**config.mk**
```make
export PLATFORM = sky130hd
export DESIGN_NAME = pch_unit
export DESIGN_NICKNAME = d
export VERILOG_FILES = /design/src/rtl/pch_unit.sv
export SDC_FILE = /design/constraint.sdc
export NUM_CORES = 1
export LEC_CHECK = 0
export ABC_AREA = 1
export CAP_MARGIN = 30
export CORE_MARGIN = 2
export CORE_UTILIZATION = 43
export DETAILED_ROUTE_END_ITERATION = 12
export PLACE_DENSITY = 0.86
export SKIP_LAST_GASP = 1
export SLEW_MARGIN = 20
export SYNTH_ARGS = -nofsm -noshare
export SYNTH_HDL_FRONTEND = slang
export SYNTH_SLANG_ARGS = --single-unit
```
**constraint.sdc**
```tcl
create_clock -name clk -period 1.8 [get_ports clk]
set_clock_uncertainty 0.1 [all_clocks]
set_input_delay 0.36 -clock clk [delete_from_list [all_inputs] [get_ports clk]]
set_output_delay 0.36 -clock clk [all_outputs]
set_load 0.02 [all_outputs]
```
**src/rtl/pch_unit.sv**
```systemverilog
// Program-counter high byte for the 65C02 core: holds PCH, follows PCL carries and
// applies the +1/-1 page-cross fix-up after a taken relative branch.
module pch_unit #(
    parameter logic [7:0] RESET_PCH = 8'hFF
) (
    input  logic       clk,
    input  logic       reset,
    input  logic       load_pch_db,
    input  logic [7:0] db_in,
    input  logic       load_pch_abh,
    input  logic [7:0] address_high_in,
    input  logic       increment_pc,
    input  logic       carry_to_pch,
    input  logic       branch_taken,
    input  logic       branch_carry,
    input  logic       offset_sign,
    output logic [7:0] db_out,
    output logic [7:0] address_high_out,
    output logic       stall,
    output logic       pch_wrap
);

    typedef enum logic [0:0] {
        ST_IDLE = 1'b0,
        ST_FIX  = 1'b1
    } state_e;

    state_e     state_q, state_d;
    logic [7:0] pch_q, pch_d;
    logic       adj_up_q, adj_up_d;
    logic       stall_q, stall_d;
    logic       wrap_q, wrap_d;

    // Next-state, PCH update and registered-output decode
    always_comb begin
        state_d  = state_q;
        pch_d    = pch_q;
        adj_up_d = adj_up_q;
        wrap_d   = 1'b0;
        if (load_pch_db) begin
            pch_d   = db_in;
            state_d = ST_IDLE;
        end else if (load_pch_abh) begin
            pch_d   = address_high_in;
            state_d = ST_IDLE;
        end else begin
            case (state_q)
                ST_FIX: begin
                    // Only a +1 adjust can wrap FF->00; a -1 adjust never pulses.
                    if (adj_up_q) begin
                        pch_d  = pch_q + 8'd1;
                        wrap_d = (pch_q == 8'hFF);
                    end else begin
                        pch_d  = pch_q - 8'd1;
                        wrap_d = 1'b0;
                    end
                    state_d = ST_IDLE;
                end
                ST_IDLE: begin
                    if (increment_pc && carry_to_pch) begin
                        pch_d  = pch_q + 8'd1;
                        wrap_d = (pch_q == 8'hFF);
                    end else begin
                        pch_d  = pch_q;
                    end
                    if (branch_taken && !offset_sign && branch_carry) begin
                        adj_up_d = 1'b1;
                        state_d  = ST_FIX;
                    end else if (branch_taken && offset_sign && !branch_carry) begin
                        adj_up_d = 1'b0;
                        state_d  = ST_FIX;
                    end else begin
                        state_d  = ST_IDLE;
                    end
                end
                default: begin
                    state_d = ST_IDLE;
                end
            endcase
        end
        stall_d = (state_d == ST_FIX);
    end

    // State, PCH and output registers
    always_ff @(posedge clk or posedge reset) begin
        if (reset) begin
            state_q  <= ST_IDLE;
            pch_q    <= RESET_PCH;
            adj_up_q <= 1'b0;
            stall_q  <= 1'b0;
            wrap_q   <= 1'b0;
        end else begin
            state_q  <= state_d;
            pch_q    <= pch_d;
            adj_up_q <= adj_up_d;
            stall_q  <= stall_d;
            wrap_q   <= wrap_d;
        end
    end

    assign db_out           = pch_q;
    assign address_high_out = pch_q;
    assign stall            = stall_q;
    assign pch_wrap         = wrap_q;

endmodule

```
* Word level (Yosys, flattened, before mapping)
Cells that the tools add are included.
Operators by class: $add $sub $neg 2, eq/ne operators 2, multiplexer cells 17, bitwise operators 3, reduce and logical (&&, ||, !) cells 9
Operator list (number):
- 8-bit two-way mux | 4
- 8-bit one-hot mux with 2 select lines | 1
- 1-bit two-way mux | 10
- 8-bit by 1-bit adder with 8-bit output, second input constant | 1
- 8-bit == test, second input constant | 1
- 8-bit by 1-bit subtractor with 8-bit output, second input constant | 1
- 1-bit logical AND | 5
- 4-bit != test, second input constant | 1
- 1-bit one-hot mux with 2 select lines | 2
- 4-bit AND reduction | 1
- 1-bit NOT | 3
- 1-bit logical NOT | 2
- 2-bit nonzero test | 1
Word-level totals: register bits 11, input port bits 25, output and inout port bits 18, logic and storage cells 37

* Longest topological paths before layout
depth after elaboration 7, depth in mapped cells 9, mapped depth without buffers 9

* Worst setup path after synthesis
Ideal clock, no wire load.
kind register -> register, start point register pch_q[0] (netlist: address_high_out[0]), end point register pch_q[6] (netlist: address_high_out[6]), setup time 73 ps, arrival time 1369 ps, data required time 1627 ps, path slack 258 ps, cell stages (with the launch flop) 10, buffers on the path 0, period minus slack after synthesis 1542 ps, path through dfstp_2 > inv_2 > ha_1 > nand2_2 > inv_2 > nand3_1 > nand2_1 > nand3_1 > nand3_1 > a21oi_1
On the way: cells in the longest elaborated chain, start to end 5, elaborated cells between the ends (all ways) 7, those cells by class 2 x add/sub; 5 x mux
RTL lines:
- start, declared | RTL line 29 | logic [7:0] pch_q, pch_d;
- start signal, assigned | RTL line 94 | pch_q <= pch_d;
- 8-bit by 1-bit adder with 8-bit output or 8-bit by 1-bit subtractor with 8-bit output (tied branches) | RTL line 51, 61, 54
- 8-bit two-way mux, on equally long branches | RTL line 60, 50
- 8-bit one-hot mux with 2 select lines (*) | RTL line 47 | case (state_q)
- 8-bit two-way mux (*) | RTL line 43 | end else if (load_pch_abh) begin
- 8-bit two-way mux (*) | RTL line 40 | if (load_pch_db) begin
Mark *: on every way between the ends. The rest lies on a longest branch, timed or not. The select of a mux whose other input is x is not followed. A chain may end at the register's enable or synchronous reset.

* Final worst setup path
start point register pch_q[0] (netlist: address_high_out[0]), end point output port db_out[0]
RTL lines:
- end, declared | RTL line 17 | output logic [7:0] db_out,
No word-level cell between the ends.

==> results.ini <==
[sta]
post-route-min-period_ns = 1.71
timing.final.max_slew_violations = 0
fin_tns_setup_ns = 0
post-route-period-util = 0.950
unrepaired_setup_endpoints_after_global_routing = false
post-route-worst-setup-slack_ns = 0.0904
relSlewSlack = 0.730
hold_viol = 0
timing.final.setup_violations = 0
timing.fmax_mhz = 585
worstMarginPinSlew_ns = 0.405

[power]
power.share.clock = 0.179
sequential_cell_fraction_of_total_power = 0.346
p_total_uw = 967
p_leak_nw = 0.679
ir_worst_vdd_v = 0.000400
net_switching_power_uw = 386
power.share.switching = 0.399
power_report.internal_total_uw = 581
combPwrFrac = 0.476
powerDensity_mw_per_mm2 = 648

[cells_and_area]
design.final.nets = 226
layout_commonest_cell = sky130_fd_sc_hd__nand2_1
layout.cells.most_common_list = 34 x sky130_fd_sc_hd__nand2_1, 26 x sky130_fd_sc_hd__clkdlybuf4s50_1, 22 x sky130_fd_sc_hd__nand3_1
layout-drive-gt1-share = 0.182
syn2layout_area_growth_pct = 40.4
filler_cell_count = 244
post_layout_nonfiller_instances = 228
antenna_cells = 0

[die]
placeableCoreArea_mm2 = 0.00241
dieArea_mm2 = 0.00289
start_util = 0.441
chipWidth_um = 53.7
placementRows = 18
die_height_um = 53.7
design.portCount = 43

[synthesis]
sequential_to_total_area_share_from_yosys_stat = 0.268
syn-mean-instance-area_um2 = 6.82
syn-instance-count = 156
netlist.top_cell.by_area = sky130_fd_sc_hd__dfstp_2
yosys-top-cells-area = sky130_fd_sc_hd__dfstp_2 20%, sky130_fd_sc_hd__nand2_1 12%, sky130_fd_sc_hd__nand3_1 10%, sky130_fd_sc_hd__dfrtp_1 7.1%, sky130_fd_sc_hd__buf_4 6.4%
syn-cell-area_mm2 = 0.00106
synth_cell_type_count = 28
ys_ff_latch = 11
synth_warn = 0
synthesis.nets = 183
netlist.area_leader.share = 0.198

[job]
drv.max_cap_violation_count = 0

[worst_setup_path]
timing.critical_path.from_type = flip-flop
worstPathBufferInverterCount = 1
critical_path_required_ns = 1.34
critPathCaptureType = output pin
crit_type = reg2out
crit_path_cell_trace = dlygate4sd2_1
slowest_stage = sky130_fd_sc_hd__dfstp_2
cp_top_family = flip-flops
rr_worst_depth = 9
cp_num_cells = 1
critical_path_peak_fanout = 8
critical-path-max-stage-delay_ns = 0.62
data_arrival_time_at_the_worst_slack_endpoint_ns = 1.25

[clocking]
clock_tree_from_tritoncts = yes
clock_insertion_delay_worst_skew_ns = 0.28
path_clk_slew_ns = 0.07
clock_sinks = 11
clk_root_buffer_cell = sky130_fd_sc_hd__clkbuf_4
tritoncts.num_buffers = 3
cts_max_level = 1
cts.path.max_buffers = 2

[placed_design]
finalWeightedCongestion = 0.868
dp_slack_ns = 0.0596
detailedPlacementHpwl_mm = 2.24
buffer_ports.inserted = 42
post-place-cells = 224

[drt]
drt.antenna.violating_nets = 0
drt_iter0_drc = 20
dr_total_vias = 1158
avgRoutedWirePerCell_um = 11.6
drc_errors = 0
drt_first_pass_iters = 4
viasPerCell = 5.08
routed_wl_mm = 2.64

[global_routing]
antenna_found_initial = 0
via_count_of_the_first_global_routing_pass = 1044
grt_remaining_overflow = 0
grt_start_max_net_pins = 12
global_route_wire_length_before_repair_mm = 4.16
grt_use_total = 0.198

[min_path]
hold_class = in2async

[run_status]
status = finished clean

==> cell usage after synthesis (all sizes together) <==
library cell / number
inv: 18
xnor2: 1
a22oi: 2
o22ai: 1
xor2: 1
o31ai: 1
o211ai: 4
a211oi: 6
nor3: 1
o21ai: 7
a21oi: 4
dfrtp: 3
buf: 12
nand2: 38
clkinv: 1
nor2: 22
ha: 2
nand4: 2
dfstp: 8
nand3: 22
==> repair_timing <==
action                                 CTS  global route
gates resized for setup                 16             0
endpoints found under the hold margin    0             0
hold buffers                             0             0
setup buffers                            0             0
setup endpoints to repair               16             0
==> routing by layer <==
metal / vias up / global-route usage / part of all wire
met5: - / 0 / 0
met4: 0 / 0.103 / 0.017
met3: 5 / 0.00278 / 0.057
met2: 51 / 0.368 / 0.50
met1: 511 / 0.231 / 0.42
li1: 591 / - / -
==> cell type report <==
cell class,count,area (µm²),area share
multi-input combinational,114,612,0.410
tap,30,37.5,0.0251
inverter,19,71.3,0.0478
timing repair buffer,50,460,0.308
sequential,11,285,0.191
clock buffer,4,26.3,0.0176
==> worst register-to-register path, delay by kind of cell (launching register included) <==
family	cells	cell delay (ns)
buffers and inverters	2	0.13
flip-flops	1	0.62
AND/OR/NAND/NOR	5	0.37
AO/OA/AOI/OAI	1	0.15
adder cells (fa/ha/maj)	1	0.23
==> through the flow <==
| step | hold slack (ns) | utilization | area [µm²] |
|---|---|---|---|
| final | 0.266 | 0.619 | 1490 |
| after CTS | 0.283 | 0.619 | 1490 |
| after detailed placement | 0.419 | 0.617 | 1490 |
| after floorplan | 0.107 | - | 1060 |
| after global routing | 0.332 | 0.619 | 1490 |
| after global placement | 0.409 | 0.617 | 1490 |
==> registers in the layout, summed over array words and instances, names as in the netlist <==
signal / count
adj_up_q: 1
stall: 1
address_high_out: 8
pch_wrap: 1
==> cell families (layout without fill, tap and decap cells) <==
group | count (synthesis) | after routing | synth area share
flops | 11 | 11 | 0.268
buf+inv | 31 | 73 | 0.156
simple gates | 85 | 85 | 0.373
xor+xnor | 2 | 2 | 0.0165
compound gates | 25 | 25 | 0.162
fa+ha+maj | 2 | 2 | 0.0235
==> power groups by stage <==
stage	Sequential, mW	Clock, mW	Combinational, mW
3_3_place_gp	0.339	0	0.491
2_1_floorplan	0.383	0	0.265
5_1_grt	0.343	0.181	0.504
4_1_cts	0.335	0.174	0.462
3_5_place_dp	0.342	0	0.495
6_report	0.334	0.173	0.460
==> final timing paths <==
kind                            slack (ns)                  end                start
worst max-delay path                  0.09            db_out[0]  address_high_out[0]
worst min-delay path                  0.27             pch_wrap                reset
worst max register to register        0.14  address_high_out[6]  address_high_out[0]
worst min register to register        0.43             adj_up_q             adj_up_q
max in group asynchronous             1.01  address_high_out[3]                reset
min in group clk                      0.43             adj_up_q             adj_up_q
Power figures use the tool's default switching activity.
